==> config.mk <==
export PLATFORM = sky130hd
export DESIGN_NAME = invalidate_broadcast_unit
export DESIGN_NICKNAME = d
export VERILOG_FILES = /design/src/rtl/invalidate_broadcast_unit.sv
export SDC_FILE = /design/constraint.sdc
export NUM_CORES = 1
export LEC_CHECK = 0
export CORE_UTILIZATION = 51
export CTS_CLUSTER_DIAMETER = 50
export DETAILED_ROUTE_END_ITERATION = 8
export GPL_ROUTABILITY_DRIVEN = 0
export PLACE_DENSITY = 0.92
export SETUP_SLACK_MARGIN = 0.05
export SYNTH_ARGS = -nofsm -noshare
export SYNTH_HDL_FRONTEND = slang
export SYNTH_SLANG_ARGS = --single-unit
==> constraint.sdc <==
create_clock -name clock -period 3.5 [get_ports clock]
set_input_delay 0.875 -clock clock [delete_from_list [all_inputs] [get_ports clock]]
set_output_delay 0.875 -clock clock [all_outputs]
set_load 0.1 [all_outputs]
==> src/rtl/invalidate_broadcast_unit.sv <==
// -----------------------------------------------------------------------------
// invalidate_broadcast_unit
//
// Bus-side responder for the snoopy invalidate protocol. The command issued by
// the cache that currently holds the bus grant is latched and broadcast to the
// snoopy controllers of every other cache. Their acknowledgements are collected
// in a sticky mask, and once every cache has acknowledged, a single
// cpuIsInvalidated is returned to the issuing cache. The unit never interprets
// the command beyond NONE / not-NONE.
//
// Ports
//   clock                in   rising-edge clock
//   reset                in   asynchronous, active-high reset
//   ownerIndex           in   index of the granted cache (from the arbiter)
//   cpuCommandIn         in   command from the granted cache, NONE = idle
//   cpuIsInvalidated     out  all other caches have acknowledged (registered)
//   snoopyCommandOut     out  per-cache broadcast command, slice i = cache i
//   snoopyIsInvalidated  in   per-cache acknowledgement
//   timeoutError         out  acknowledgement timeout flag (registered)
//
// Command encoding: NONE=0, BUS_READ=1, BUS_READ_EXCLUSIVE=2, BUS_INVALIDATE=3.
//
// Optional feature (macro INVALIDATE_BROADCAST_TIMEOUT_EN):
//   defined   - BROADCAST gives up after TIMEOUT_CYCLES cycles without a full
//               set of acknowledgements, enters DONE and raises timeoutError
//               until the next transaction starts.
//   undefined - BROADCAST waits indefinitely and timeoutError is tied to 0.
// -----------------------------------------------------------------------------
module invalidate_broadcast_unit #(
    parameter int NUMBER_OF_CACHES = 4,
    parameter int INDEX_WIDTH      = 2,
    parameter int COMMAND_WIDTH    = 2,
    parameter int TIMEOUT_CYCLES   = 16
) (
    input  logic                                      clock,
    input  logic                                      reset,
    input  logic [INDEX_WIDTH-1:0]                    ownerIndex,
    input  logic [COMMAND_WIDTH-1:0]                  cpuCommandIn,
    output logic                                      cpuIsInvalidated,
    output logic [NUMBER_OF_CACHES*COMMAND_WIDTH-1:0] snoopyCommandOut,
    input  logic [NUMBER_OF_CACHES-1:0]               snoopyIsInvalidated,
    output logic                                      timeoutError
);

    localparam logic [COMMAND_WIDTH-1:0] CMD_NONE = '0;
    localparam int CMD_BUS_W = NUMBER_OF_CACHES * COMMAND_WIDTH;

    typedef enum logic [1:0] {
        IDLE      = 2'd0,
        BROADCAST = 2'd1,
        DONE      = 2'd2
    } state_t;

    // -------------------------------------------------------------------------
    // State and registered outputs
    // -------------------------------------------------------------------------
    state_t                        state_q;
    logic [COMMAND_WIDTH-1:0]      cmd_q;        // latched command
    logic [INDEX_WIDTH-1:0]        owner_q;      // latched owner index
    logic [NUMBER_OF_CACHES-1:0]   ack_mask_q;   // sticky acknowledgements
    logic                          cpu_inv_q;
    logic [CMD_BUS_W-1:0]          snoop_cmd_q;

`ifdef INVALIDATE_BROADCAST_TIMEOUT_EN
    localparam int CNT_W = $clog2(TIMEOUT_CYCLES + 1);
    localparam logic [CNT_W-1:0] CNT_LAST = CNT_W'(TIMEOUT_CYCLES - 1);

    logic [CNT_W-1:0]              count_q;      // BROADCAST cycles elapsed
    logic                          timeout_q;
`endif

    // -------------------------------------------------------------------------
    // Next-state helpers
    // -------------------------------------------------------------------------
    logic [NUMBER_OF_CACHES-1:0]   preset_mask_d; // owner bit only
    logic [CMD_BUS_W-1:0]          bcast_cmd_d;   // latched command to all but owner
    logic                          ack_all_d;     // includes this cycle's acks

    always_comb begin
        // NOTE: every combinational output gets a default before any
        // conditional assignment, so no path can leave it unassigned and
        // infer a latch.
        preset_mask_d = '0;
        bcast_cmd_d   = '0;
        for (int i = 0; i < NUMBER_OF_CACHES; i++) begin
            // An out-of-range owner matches no slot: no bit is preset and
            // every cache receives the broadcast.
            if (int'(ownerIndex) == i) begin
                preset_mask_d[i] = 1'b1;
            end
            if (int'(owner_q) != i) begin
                bcast_cmd_d[i*COMMAND_WIDTH +: COMMAND_WIDTH] = cmd_q;
            end
        end
        ack_all_d = &(ack_mask_q | snoopyIsInvalidated);
    end

    // -------------------------------------------------------------------------
    // Control FSM with registered outputs
    // -------------------------------------------------------------------------
    always_ff @(posedge clock or posedge reset) begin
        if (reset) begin
            // NOTE: every register that is observable or steers control is
            // reset here, including the latched command and ack mask, so an
            // in-flight transaction is discarded cleanly.
            state_q     <= IDLE;
            cmd_q       <= CMD_NONE;
            owner_q     <= '0;
            ack_mask_q  <= '0;
            cpu_inv_q   <= 1'b0;
            snoop_cmd_q <= '0;
`ifdef INVALIDATE_BROADCAST_TIMEOUT_EN
            count_q     <= '0;
            timeout_q   <= 1'b0;
`endif
        end else begin
            // NOTE: sequential state uses non-blocking assignments only, so
            // every register samples pre-edge values regardless of order.
            unique case (state_q)
                IDLE: begin
                    cpu_inv_q   <= 1'b0;
                    snoop_cmd_q <= '0;
                    if (cpuCommandIn != CMD_NONE) begin
                        cmd_q      <= cpuCommandIn;
                        owner_q    <= ownerIndex;
                        ack_mask_q <= preset_mask_d;
                        state_q    <= BROADCAST;
`ifdef INVALIDATE_BROADCAST_TIMEOUT_EN
                        count_q    <= '0;
                        timeout_q  <= 1'b0;
`endif
                    end
                end

                BROADCAST: begin
                    // Inputs cpuCommandIn/ownerIndex are deliberately not
                    // looked at here; the latched copies drive the broadcast.
                    ack_mask_q <= ack_mask_q | snoopyIsInvalidated;
                    if (ack_all_d) begin
                        state_q     <= DONE;
                        cpu_inv_q   <= 1'b1;
                        snoop_cmd_q <= '0;
`ifdef INVALIDATE_BROADCAST_TIMEOUT_EN
                    end else if (count_q == CNT_LAST) begin
                        state_q     <= DONE;
                        cpu_inv_q   <= 1'b1;
                        snoop_cmd_q <= '0;
                        timeout_q   <= 1'b1;
                    end else begin
                        count_q     <= count_q + 1'b1;
                        snoop_cmd_q <= bcast_cmd_d;
                    end
`else
                    end else begin
                        snoop_cmd_q <= bcast_cmd_d;
                    end
`endif
                end

                DONE: begin
                    snoop_cmd_q <= '0;
                    if (cpuCommandIn == CMD_NONE) begin
                        state_q   <= IDLE;
                        cpu_inv_q <= 1'b0;
                    end
                end

                default: begin
                    state_q     <= IDLE;
                    cpu_inv_q   <= 1'b0;
                    snoop_cmd_q <= '0;
                end
            endcase
        end
    end

    assign cpuIsInvalidated = cpu_inv_q;
    assign snoopyCommandOut = snoop_cmd_q;

`ifdef INVALIDATE_BROADCAST_TIMEOUT_EN
    assign timeoutError = timeout_q;
`else
    assign timeoutError = 1'b0;
`endif

endmodule

After elaboration in Yosys (flattened, before gate mapping)
Cells that the tools add are included.
{"block": "classes", "n_reduce_logical": 11, "addsub": 0, "div": 0, "n_mux": 19, "shift": 0, "n_mul": 0, "magnitude_cmp": 0, "bitwise": 1, "eq_ne": 11}
{"operator": "two-way mux 8 bit", "n": 2}
{"operator": "two-way mux 2 bit", "n": 7}
{"operator": "!= test 2 bit, second input constant", "n": 5}
{"operator": "case mux 4 bit (2 select lines)", "n": 1}
{"operator": "equality test 2 bit, second input constant", "n": 3}
{"operator": "zero test 2 bit", "n": 3}
{"operator": "two-way mux 1 bit", "n": 6}
{"operator": "case mux 2 bit (3 select lines)", "n": 1}
{"operator": "AND reduction 2 bit", "n": 3}
{"operator": "nonzero test 2 bit", "n": 3}
{"operator": "equality test 2 x 1 -> 1 bit, second input constant", "n": 2}
{"operator": "two-way mux 4 bit", "n": 1}
{"operator": "OR 4 bit", "n": 1}
{"operator": "AND reduction 4 bit", "n": 1}
{"operator": "AND reduction 3 bit", "n": 1}
{"operator": "!= test 2 x 1 -> 1 bit, second input constant", "n": 1}
{"operator": "case mux 1 bit (2 select lines)", "n": 1}
{"block": "word_totals", "regBits": 19, "latchBits": 0, "mem_bits_rw": 0, "inputBits": 10, "mem_count": 0, "romBits": 0, "out_inout_bits": 10, "elab_cells": 48}

Logic depth before layout (Yosys ltp)
Gate-level depths: netlist of the first run.
{"block": "depth", "depth_word": 4, "ltp_mapped": 4, "depth_no_buf": 3}

Worst setup path before layout of the first run
Ideal clock, no wire load.
{"block": "synth_path", "kind": "register to output", "startpoint": "reg cpu_inv_q (netlist: cpuIsInvalidated)", "endpoint": "out cpuIsInvalidated", "required_ps": 2625, "arrival_ps": 898, "stages_incl_launch_ff": 1, "path_buffers": 0, "path_slack_ps": 1727, "cell_sequence": "dfrtp_1"}
{"element": "start, declared", "line_no": "61", "rtl": "logic cpu_inv_q;"}
{"element": "start signal, assigned", "line_no": "110", "rtl": "cpu_inv_q <= 1'b0;"}
{"element": "start signal, assigned", "line_no": "121", "rtl": "cpu_inv_q <= 1'b0;"}
{"element": "start signal, assigned", "line_no": "141", "rtl": "cpu_inv_q <= 1'b1;"}
{"element": "end, declared", "line_no": "39", "rtl": "output logic cpuIsInvalidated,"}
No word-level cell between the ends.

Final worst setup path of the first run
{"block": "layout_path", "startpoint": "in cpuCommandIn[1]", "endpoint": "reg owner_q[1]"}
{"block": "layout_via", "elab_chain_len": 2}
{"element": "start, declared", "line_no": "38", "rtl": "input logic [COMMAND_WIDTH-1:0] cpuCommandIn,"}
{"element": "nonzero test 2 bit", "line_no": "123", "rtl": "if (cpuCommandIn != CMD_NONE) begin"}
{"element": "AND reduction 2 bit (no source line)"}
{"element": "end signal, assigned", "line_no": "125", "rtl": "owner_q <= ownerIndex;"}
{"element": "end, declared", "line_no": "59", "rtl": "logic [INDEX_WIDTH-1:0] owner_q;"}
Every way passes these cells.
A chain may end at the register's enable or synchronous reset.

==> out/qor.log, run 1 <==
[timing] final-report hold violation count 0
[timing] number of endpoints failing setup at the final stage 0
[timing] final critical path time including I/O delays and setup 1936 ps
[final_layout] non-filler cells, final 107
[timing] worst hold margin 523.4 ps
[route] initial DRC count 7
[logic_synthesis] top cells by instance count after synthesis 19 x sky130_fd_sc_hd__dfrtp_1, 12 x sky130_fd_sc_hd__nor2_1, 4 x sky130_fd_sc_hd__nand2b_1
[worst_setup_path] worst endpoint data arrival time 2120 ps
[global_route] vias in the first global route 567
[clock_network] clock root buffer sky130_fd_sc_hd__clkbuf_4
[final_layout] total number of nets in the final design 102
[logic_synthesis] count of flip-flops with a built-in enable after synthesis 0
[logic_synthesis] Synth area leader sky130_fd_sc_hd__dfrtp_1
[global_route] total grt overflow 0
[route] met2 wirelength from detailed routing 772 µm
[worst_hold_path] type of the worst min-delay path register to register
[route] WL/cell 13.80 µm
[logic_synthesis] top-area cell type share of the netlist area 55.64%
[timing] worst rel slew slack 54.52%
[final_layout] FILL cells 131
[clock_network] clock tree from TritonCTS yes
[route] Initial DRT Pass Iterations 4
[timing] final slew viol count 0
[route] routed metal-1 wirelength 567 µm
[timing] unrepaired setup endpoints after global routing false
[final_layout] ratio of cells with drive above 1 in the final layout 21.98%
[floorplanning] die height 42.94 µm
[clock_network] count of clock tree sinks 19
[run] count of max-cap constraint violations 0
[worst_hold_path] worst min-delay path endpoint cpuIsInvalidated
[clock_network] cts hold-fix bufs 0
[placement] Setup WS pre-CTS 1260 ps
[logic_synthesis] share of synthesized registers carrying an async set or reset 100.0%
[final_layout] Antenna Cells 0
[logic_synthesis] Synth Cell Area 854.6 µm²
[clock_network] clock transition time at the flip-flop clock pins of the worst setup and hold paths 100 ps
[final_layout] storage element area 475.5 µm²
[clock_network] CTS Buffer Depth 2
[global_route] largest net degree at the start of global routing 20
[route] number of vias after detailed routing 620
[worst_setup_path] data required time of the worst path 3680 ps
[global_route] wire length of the first global-routing pass 2477 µm
[route] WL final 1477 µm
[clock_network] Post-CTS Setup Repair Bufs 0
[logic_synthesis] Net Count, Synth 81
[timing] Post-Route Skew 1.736 ps
[logic_synthesis] register area share after synthesis 55.64%
[worst_setup_path] Critical Path Start Type primary input
[floorplanning] DIE WIDTH 42.94 µm
[worst_setup_path] peak fanout along the critical path 6
[logic_synthesis] Synthesis Warnings 0
[clock_network] count of H-tree levels built during CTS 1
[placement] HPWL Detailed 1143 µm
[floorplanning] core area 1541 µm²
[worst_setup_path] category of the most critical setup path primary input to register
[worst_setup_path] Register-to-Register Setup Slack 2110 ps
[global_route] gr usage total 19.05%
[logic_synthesis] number of cells produced by synthesis 71
[logic_synthesis] Post-Synthesis Mean Instance Area 12.04 µm²
[floorplanning] IO Pins 20
[worst_setup_path] reg-to-reg critical path startpoint state_q[0]
[clock_network] source-to-sink clock delay at the later pin of the worst-skew pair 290 ps
[route] remaining design rule violation count 0
[logic_synthesis] leading cell type by number of instances after synthesis sky130_fd_sc_hd__dfrtp_1
[route] met3 wirelength from detailed routing 103 µm
[floorplanning] Site Rows 14
[placement] count of input and output buffers 18
[clock_network] total CTS buffers 3
[worst_setup_path] count of cells along the worst register-to-register path 3
[floorplanning] die outline area 1843 µm²
[logic_synthesis] synthesized flop and latch total 19
[outcome] status finished clean
[logic_synthesis] most used flip-flop cell after synthesis sky130_fd_sc_hd__dfrtp_1
[worst_setup_path] type of destination of the critical path register
[timing] final period utilization 55.32%
[logic_synthesis] cell types with the largest area share after synthesis sky130_fd_sc_hd__dfrtp_1 56%, sky130_fd_sc_hd__nor2_1 5.3%, sky130_fd_sc_hd__a22o_1 3.1%, sky130_fd_sc_hd__a32oi_1 3.1%, sky130_fd_sc_hd__o31a_1 3.1%
[worst_hold_path] Hold Path Depth 1
[placement] number of cells after detailed placement 103
[timing] transition time at the pin with the least slew margin 681.5 ps
[clock_network] count of instances resized after the clock tree is built 0
[logic_synthesis] number of distinct library cells after synthesis 28
[route] Vias/cell 5.794
[final_layout] area grow syn2layout 21.67%
[final_layout] total area of multi-input combinational cells 356.6 µm²
[timing] fmax 516.5 MHz
[worst_setup_path] endpoint of the worst register-to-register path snoopyCommandOut[1]
[worst_hold_path] startpoint of the lowest-slack hold path cpuIsInvalidated
[floorplanning] initial core utilization 55.44%
[timing] minimum setup slack in the final design 1564 ps
[timing] sum of negative setup slack 0 ps
[route] uppermost layer routed met4
[global_route] number of antenna violations at the first check in global routing 0
[route] post-detailed-route count of antenna-violating nets 0
-- registers in the layout, summed over array words and instances (netlist names) --
register / cells
ack_mask_q: 4
cmd_q: 2
cpuIsInvalidated: 1
owner_q: 2
snoopyCommandOut: 8
state_q: 2
-- routing by layer --
layer,GRT usage (%),vias up
li1,-,296
met1,21.81,289
met2,33.64,29
met3,5.106,6
met4,7.273,0
met5,0,-
-- area by class of cell --
class                      instances  area share [%]
inverter                           1          0.3610
clock buffer                       4           2.527
sequential                        19           45.73
timing repair buffer              18           15.16
tap                               16           1.925
multi-input combinational         49           34.30
-- critical path, stage by stage --
cell and delay [ps]:
sky130_fd_sc_hd__clkdlybuf4s50_1 510, sky130_fd_sc_hd__nor2_1 110, sky130_fd_sc_hd__nor3_4 270, sky130_fd_sc_hd__mux2_1 350
-- worst max path at each step --
stage | start | to | slack, ps | cells past startpoint
global route | cpuCommandIn[1] | owner_q[1] | 1520 | 4
global placement | cpuCommandIn[1] | owner_q[0] | 1310 | 4
finish | cpuCommandIn[1] | owner_q[1] | 1560 | 4
floorplan | cpuIsInvalidated | cpuIsInvalidated | 1730 | 0
CTS | cpuCommandIn[1] | owner_q[1] | 1580 | 4
detailed placement | cpuCommandIn[1] | owner_q[1] | 1260 | 4
-- through the flow --
step / utilization [%] / cell area, µm²
final: 67.45 / 1040
after global placement: 65.75 / 1013
after detailed placement: 65.75 / 1013
after CTS: 67.45 / 1040
after floorplan: - / 854.6
after global routing: 67.45 / 1040
-- kinds of logic (layout without fill, tap and decap cells) --
group	count (synthesis)	count (layout)	share of synthesized area [%]
mux	2	2	2.635
simple gates	25	25	15.37
flops	19	19	55.64
buf+inv	3	23	2.635
other cells	1	1	0.4388
compound gates	21	21	23.28
-- placed cells by master, fill, tap and decap left out --
cell type                          n
sky130_fd_sc_hd__a21oi_1           1
sky130_fd_sc_hd__o211ai_2          1
sky130_fd_sc_hd__nor3_4            1
sky130_fd_sc_hd__clkdlybuf4s50_1   9
sky130_fd_sc_hd__o311a_1           1
sky130_fd_sc_hd__buf_4             9
sky130_fd_sc_hd__a22o_1            3
sky130_fd_sc_hd__o211ai_1          1
sky130_fd_sc_hd__dfrtp_1          19
sky130_fd_sc_hd__nor2b_2           1
sky130_fd_sc_hd__nand2b_1          4
sky130_fd_sc_hd__nor2_1           12
sky130_fd_sc_hd__clkbuf_4          3
sky130_fd_sc_hd__clkbuf_1          1
sky130_fd_sc_hd__a21oi_2           1
sky130_fd_sc_hd__nand2_1           3
sky130_fd_sc_hd__a211o_1           1
sky130_fd_sc_hd__o31a_1            3
sky130_fd_sc_hd__or2_1             1
sky130_fd_sc_hd__inv_1             1
sky130_fd_sc_hd__o32ai_1           1
sky130_fd_sc_hd__nor2b_1           2
sky130_fd_sc_hd__conb_1            1
sky130_fd_sc_hd__o211ai_4          1
sky130_fd_sc_hd__o21ai_1           1
sky130_fd_sc_hd__nor2_2            1
sky130_fd_sc_hd__a32oi_1           3
sky130_fd_sc_hd__mux2_1            2
sky130_fd_sc_hd__o22ai_2           2
sky130_fd_sc_hd__o21bai_1          1
Power of run 1 is not shown: default switching activity piles up to over one toggle a cycle in this logic, so the estimate is an artifact.
==> run 2, diff against run 1 <==
CORE_UTILIZATION = 47   (was 51)
PLACE_DENSITY = 0.87   (was 0.92)
clock period = 1.9 ns   (was 3.5 ns; I/O delays follow)
==> out/qor.log, run 2 (synthesis results as in run 1) <==
[worst_setup_path] Critical Path Start Type primary input
[clock_network] cts hold-fix bufs 0 [unchanged]
[global_route] gr usage total 17.90% [-1.1 points]
[worst_setup_path] count of cells along the worst register-to-register path 3 [unchanged]
[route] WL/cell 13.49 µm [-2.3%]
[clock_network] count of clock tree sinks 19 [unchanged]
[route] Vias/cell 5.504 [-5.0%]
[final_layout] total number of nets in the final design 103 [+0.98%]
[worst_setup_path] Buf/Inv on CP 1 [unchanged]
[final_layout] number of flip-flops under the largest register name 8 [unchanged]
[floorplanning] IO Pins 20 [unchanged]
[worst_setup_path] type of destination of the critical path register
[route] post-detailed-route count of antenna-violating nets 0 [unchanged]
[global_route] number of antenna violations at the first check in global routing 0 [unchanged]
[route] met3 wirelength from detailed routing 92 µm [-11%]
[route] number of vias after detailed routing 644 [+3.9%]
[final_layout] final standard cell area without fillers 1171 µm² [+13%]
[final_layout] ratio of cells with drive above 1 in the final layout 22.83% [+0.85 points]
[worst_setup_path] category of the most critical setup path primary input to register
[floorplanning] Site Rows 15 [+1]
[global_route] largest net degree at the start of global routing 20 [unchanged]
[floorplanning] DIE WIDTH 44.64 µm [+4.0%]
[clock_network] CTS Buffer Depth 2 [unchanged]
[worst_setup_path] number of stages on the worst setup path 4 [unchanged]
[timing] final critical path time including I/O delays and setup 1550 ps
[outcome] status finished clean
[floorplanning] die height 44.64 µm [+4.0%]
[timing] final period utilization 81.58%
[worst_setup_path] data required time of the worst path 2080 ps [-1600 ps]
[floorplanning] initial core utilization 50.04% [-5.4 points]
[timing] number of endpoints failing setup at the final stage 0 [unchanged]
[worst_setup_path] reg-to-reg critical path startpoint state_q[0]
[timing] unrepaired setup endpoints after global routing false
[global_route] wire length of the first global-routing pass 2546 µm [+2.8%]
[worst_setup_path] endpoint of the most critical setup path owner_q[1]
[global_route] total grt overflow 0 [unchanged]
[global_route] vias in the first global route 597 [+5.3%]
[route] initial DRC count 19 [+12]
[timing] fmax 645.1 MHz
[final_layout] commonest non-fill, non-tap cells in the layout 19 x sky130_fd_sc_hd__dfrtp_1, 12 x sky130_fd_sc_hd__nor2_1, 9 x sky130_fd_sc_hd__clkdlybuf4s50_1, 9 x sky130_fd_sc_hd__buf_12, 4 x sky130_fd_sc_hd__nand2b_1
[placement] total placed instance area 1145 µm² [+13%]
[floorplanning] core area 1708 µm² [+11%]
[route] met2 wirelength from detailed routing 812 µm [+5.2%]
[clock_network] clock transition time at the flip-flop clock pins of the worst setup and hold paths 100 ps [about the same]
[timing] sum of negative setup slack 0 ps [unchanged]
[worst_setup_path] Worst setup startpoint cpuCommandIn[0]
[worst_setup_path] crit-path leading delay family buffers and inverters
[final_layout] area grow syn2layout 37.04%
[floorplanning] die outline area 1993 µm² [+8.1%]
[final_layout] most common library cell in the layout ignoring fill and taps sky130_fd_sc_hd__dfrtp_1
[worst_setup_path] peak fanout along the critical path 6 [unchanged]
[route] uppermost layer routed met4
[final_layout] final core utilization 68.57% [+1.1 points]
[worst_setup_path] critical-path cell list clkdlybuf4s50_1 > nor2_1 > nor3_4 > mux2_1
[run] count of max-cap constraint violations 0 [unchanged]
[clock_network] clock tree from TritonCTS yes
[route] routed metal-1 wirelength 653 µm [+15%]
[clock_network] count of H-tree levels built during CTS 1 [unchanged]
[route] WL final 1578 µm [+6.8%]
[worst_setup_path] CP max-delay cell sky130_fd_sc_hd__clkdlybuf4s50_1
[clock_network] Post-CTS Setup Repair Bufs 0 [unchanged]
[clock_network] source-to-sink clock delay at the later pin of the worst-skew pair 290 ps [about the same]
[timing] final slew viol count 0 [unchanged]
[timing] Post-Route Skew 3.323 ps [+1.587 ps]
[route] remaining design rule violation count 0 [unchanged]
[worst_setup_path] Register-to-Register Setup Slack 530 ps [-1580 ps]
[clock_network] total CTS buffers 3 [unchanged]
[clock_network] count of instances resized after the clock tree is built 0 [unchanged]
[placement] HPWL Detailed 1187 µm [+3.8%]
[route] Initial DRT Pass Iterations 4 [unchanged]
[worst_setup_path] delay contributed by the slowest stage of the critical path 530 ps [+20 ps]
[timing] final-report hold violation count 0 [unchanged]
[worst_setup_path] endpoint of the worst register-to-register path snoopyCommandOut[1]
[clock_network] clock root buffer sky130_fd_sc_hd__clkbuf_4
[worst_setup_path] worst endpoint data arrival time 1730 ps [-390 ps]
[placement] count of input and output buffers 18 [unchanged]
[final_layout] Antenna Cells 0 [unchanged]
[worst_hold_path] type of the worst min-delay path primary input to asynchronous set/reset pin
## run 2: cell count changes in the layout (fill, tap and decap cells not counted)
cell and delta:
sky130_fd_sc_hd__buf_12 +9, sky130_fd_sc_hd__buf_4 -8
## run 2: metrics by stage
step | hold WS [ps] | instances | setup WS (ps)
2_1_floorplan | 426.1 | 71 | 526.9
3_3_place_gp | 513.2 | 113 | 110.9
3_5_place_dp | 523.2 | 113 | 60.35
4_1_cts | 495.1 | 117 | 380.7
5_1_grt | 531.1 | 117 | 309.3
6_report | 487.6 | 117 | 350.0
## run 2: final cells by class
cell class	instances	area (µm²)
timing repair buffer	19	277.8
clock buffer	4	26.28
sequential	19	475.5
multi-input combinational	49	356.6
fill	127	536.8
tap	25	31.28
inverter	1	3.754
## run 2: worst min path at each step
| stage | endpoint | slack [ps] | from | cells after the start |
|---|---|---|---|---|
| after floorplan | ack_mask_q[0] | 430 | reset | 1 |
| after global placement | snoopyCommandOut[7] | 510 | owner_q[1] | 1 |
| after detailed placement | cmd_q[1] | 520 | cmd_q[1] | 1 |
| after CTS | snoopyCommandOut[4] | 500 | reset | 3 |
| after global routing | cmd_q[0] | 530 | reset | 3 |
| final | snoopyCommandOut[1] | 490 | reset | 3 |
## run 2: worst register-to-register path, stage by stage, from the launching register on
cell and delay, ps:
sky130_fd_sc_hd__dfrtp_1 460, sky130_fd_sc_hd__nor2b_2 470, sky130_fd_sc_hd__o211ai_2 210, sky130_fd_sc_hd__nor2_1 160
## run 2: routing by layer
metal | vias to the layer above | GRT usage [%]
met5 | - | 0
met4 | 0 | 7.273
met3 | 2 | 2.449
met2 | 31 | 31.76
met1 | 310 | 21.75
li1 | 301 | -
Power of run 2 is left out for the same reason.
==> run 3, diff against run 2 <==
clock period = 1.5 ns   (was 1.9 ns; I/O delays follow)
==> out/qor.log, run 3 (synthesis results as in run 1) <==
[outcome] status finished clean
[placement] HPWL Detailed 1211 µm [+2.0%]
[route] WL/cell 12.81 µm [-5.0%]
[timing] final slew viol count 0 [unchanged]
[timing] final-report hold violation count 0 [unchanged]
[final_layout] ratio of cells with drive above 1 in the final layout 29.29% [+6.5 points]
[power_and_ir_drop] portion of total power attributed to sequential cells 31.6%
[floorplanning] IO Pins 20 [unchanged]
[clock_network] count of clock tree sinks 19 [unchanged]
[route] initial DRC count 11 [-8]
[global_route] total grt overflow 0 [unchanged]
[floorplanning] die height 44.64 µm [unchanged]
[power_and_ir_drop] Net Sw Power 0.001478 W
[final_layout] final standard cell area without fillers 1237 µm² [+5.7%]
[power_and_ir_drop] switching share of total power 48.02%
[clock_network] source-to-sink clock delay at the later pin of the worst-skew pair 300 ps [about the same]
[placement] count of input and output buffers 18 [unchanged]
[timing] worst hold margin 387.6 ps [-100.0 ps]
[worst_setup_path] Worst setup startpoint cpuCommandIn[1]
[clock_network] clock root buffer sky130_fd_sc_hd__clkbuf_4
[run] count of max-cap constraint violations 0 [unchanged]
[route] Initial DRT Pass Iterations 4 [unchanged]
[global_route] vias in the first global route 617 [+3.4%]
[worst_setup_path] type of destination of the critical path register
[power_and_ir_drop] Clock Power Share 8.2%
[clock_network] CTS Buffer Depth 2 [unchanged]
[final_layout] non-filler cells, final 124 [+6.0%]
[route] WL final 1589 µm [+0.70%]
[worst_setup_path] data required time of the worst path 1690 ps [-390 ps]
[route] number of vias after detailed routing 658 [+2.2%]
[worst_setup_path] category of the most critical setup path primary input to register
[worst_setup_path] CP max-delay cell sky130_fd_sc_hd__clkdlybuf4s50_1
[route] post-detailed-route count of antenna-violating nets 0 [unchanged]
[final_layout] total number of nets in the final design 110 [+6.8%]
[placement] number of cells after detailed placement 118 [+4.4%]
[final_layout] Antenna Cells 0 [unchanged]
[final_layout] commonest non-fill, non-tap cells in the layout 19 x sky130_fd_sc_hd__dfrtp_1, 12 x sky130_fd_sc_hd__nor2_1, 10 x sky130_fd_sc_hd__buf_12, 9 x sky130_fd_sc_hd__clkdlybuf4s50_1, 7 x sky130_fd_sc_hd__buf_4
[floorplanning] Site Rows 15 [unchanged]
[floorplanning] die outline area 1993 µm² [unchanged]
[power_and_ir_drop] power density over the cells 2487 nW/µm²
[final_layout] area grow syn2layout 44.80%
[power_and_ir_drop] Combinational Power Share 60.2%
[worst_setup_path] critical-path cell list clkdlybuf4s50_1 > nor2_1 > nor3_4 > mux2_1
[worst_setup_path] worst endpoint data arrival time 1620 ps [-110 ps]
[timing] Post-Route Skew 14.03 ps [+10.71 ps]
[power_and_ir_drop] peak supply drop 1.321 mV
[global_route] number of antenna violations at the first check in global routing 0 [unchanged]
[timing] sum of negative setup slack 0 ps [unchanged]
[worst_setup_path] reg-to-reg critical path startpoint state_q[0]
[final_layout] number of flip-flops under the largest register name 8 [unchanged]
[final_layout] final core utilization 72.45% [+3.9 points]
[timing] final critical path time including I/O delays and setup 1428 ps
[floorplanning] core area 1708 µm² [unchanged]
[worst_setup_path] count of cells along the worst register-to-register path 4 [+1]
[clock_network] total CTS buffers 3 [unchanged]
[global_route] gr usage total 18.67% [+0.77 points]
[route] Vias/cell 5.306 [-3.6%]
[worst_setup_path] Critical Path Start Type primary input
[placement] total placed instance area 1195 µm² [+4.4%]
[clock_network] clock tree from TritonCTS yes
[floorplanning] DIE WIDTH 44.64 µm [unchanged]
[worst_setup_path] endpoint of the worst register-to-register path ack_mask_q[0]
[worst_hold_path] type of the worst min-delay path primary input to asynchronous set/reset pin
[clock_network] clock transition time at the flip-flop clock pins of the worst setup and hold paths 110 ps [about the same]
[timing] unrepaired setup endpoints after global routing false
[timing] final period utilization 95.21%
[clock_network] count of H-tree levels built during CTS 1 [unchanged]
[final_layout] most common library cell in the layout ignoring fill and taps sky130_fd_sc_hd__dfrtp_1
[power_and_ir_drop] Internal Pwr Total 0.001600 W
[power_and_ir_drop] Leak Pwr 0.5357 nW
[route] remaining design rule violation count 0 [unchanged]
[worst_setup_path] delay contributed by the slowest stage of the critical path 510 ps [-20 ps]
[worst_setup_path] Register-to-Register Setup Slack 180 ps [-350 ps]
[timing] number of endpoints failing setup at the final stage 0 [unchanged]
[worst_setup_path] peak fanout along the critical path 5 [-1]
[floorplanning] initial core utilization 50.04% [unchanged]
[timing] fmax 700.2 MHz
[global_route] wire length of the first global-routing pass 2656 µm [+4.3%]
[global_route] largest net degree at the start of global routing 20 [unchanged]
run 3: changes by cell type in the layout (fill, tap and decap cells not counted), sizes merged:
cell and delta:
buf +7, clkbuf -1, clkinv +1
run 3: repair_timing:
action / CTS / global route
hold buffers: 0 / 0
buffers inserted: 0 / 2
setup endpoints to repair: 0 / 1
resized for setup: 0 / 0
run 3: power groups by stage:
stage / Combinational (W) / Clock [W] / Sequential (W)
2_1_floorplan: 0.000600 / 0 / 0.00155
5_1_grt: 0.00196 / 0.000283 / 0.00101
3_5_place_dp: 0.00183 / 0 / 0.000982
4_1_cts: 0.00183 / 0.000257 / 0.000975
3_3_place_gp: 0.00178 / 0 / 0.000972
6_report: 0.00185 / 0.000253 / 0.000972
run 3: worst max path at each step:
stage	to	depth (start not counted)	slack, ps
detailed placement	owner_q[1]	4	-190
global placement	ack_mask_q[0]	4	-150
floorplan	cpuIsInvalidated	0	230
finish	owner_q[1]	4	70
global route	owner_q[1]	4	10
CTS	ack_mask_q[0]	4	120
run 3: critical path, delay by kind of cell:
kind                   cells  cell delay (ps)
AND/OR/NAND/NOR            2              370
buffers and inverters      1              510
multiplexers               1              350
run 3: stage by stage:
| stage | total power, W | setup slack [ps] |
|---|---|---|
| 2_1_floorplan | 0.002149 | 226.9 |
| 3_3_place_gp | 0.002752 | -147.7 |
| 3_5_place_dp | 0.002812 | -192.1 |
| 4_1_cts | 0.003062 | 123.9 |
| 5_1_grt | 0.003248 | 9.565 |
| 6_report | 0.003077 | 71.83 |
run 3: final cells by class:
cell class / instances / area, µm²
Tap cell: 25 / 31.28
Timing Repair Buffer: 26 / 342.8
Multi-Input combinational cell: 49 / 356.6
Fill cell: 113 / 470.5
Sequential cell: 19 / 475.5
Clock inverter: 1 / 5.005
Clock buffer: 3 / 22.52
Inverter: 1 / 3.754
run 3: per-layer routing:
layer	routed length, µm	global-route usage [%]
met5	0	0
met4	5	5.455
met3	59	3.673
met2	854	34.71
met1	669	21.51
No activity file was read; power rests on OpenSTA's default activity.
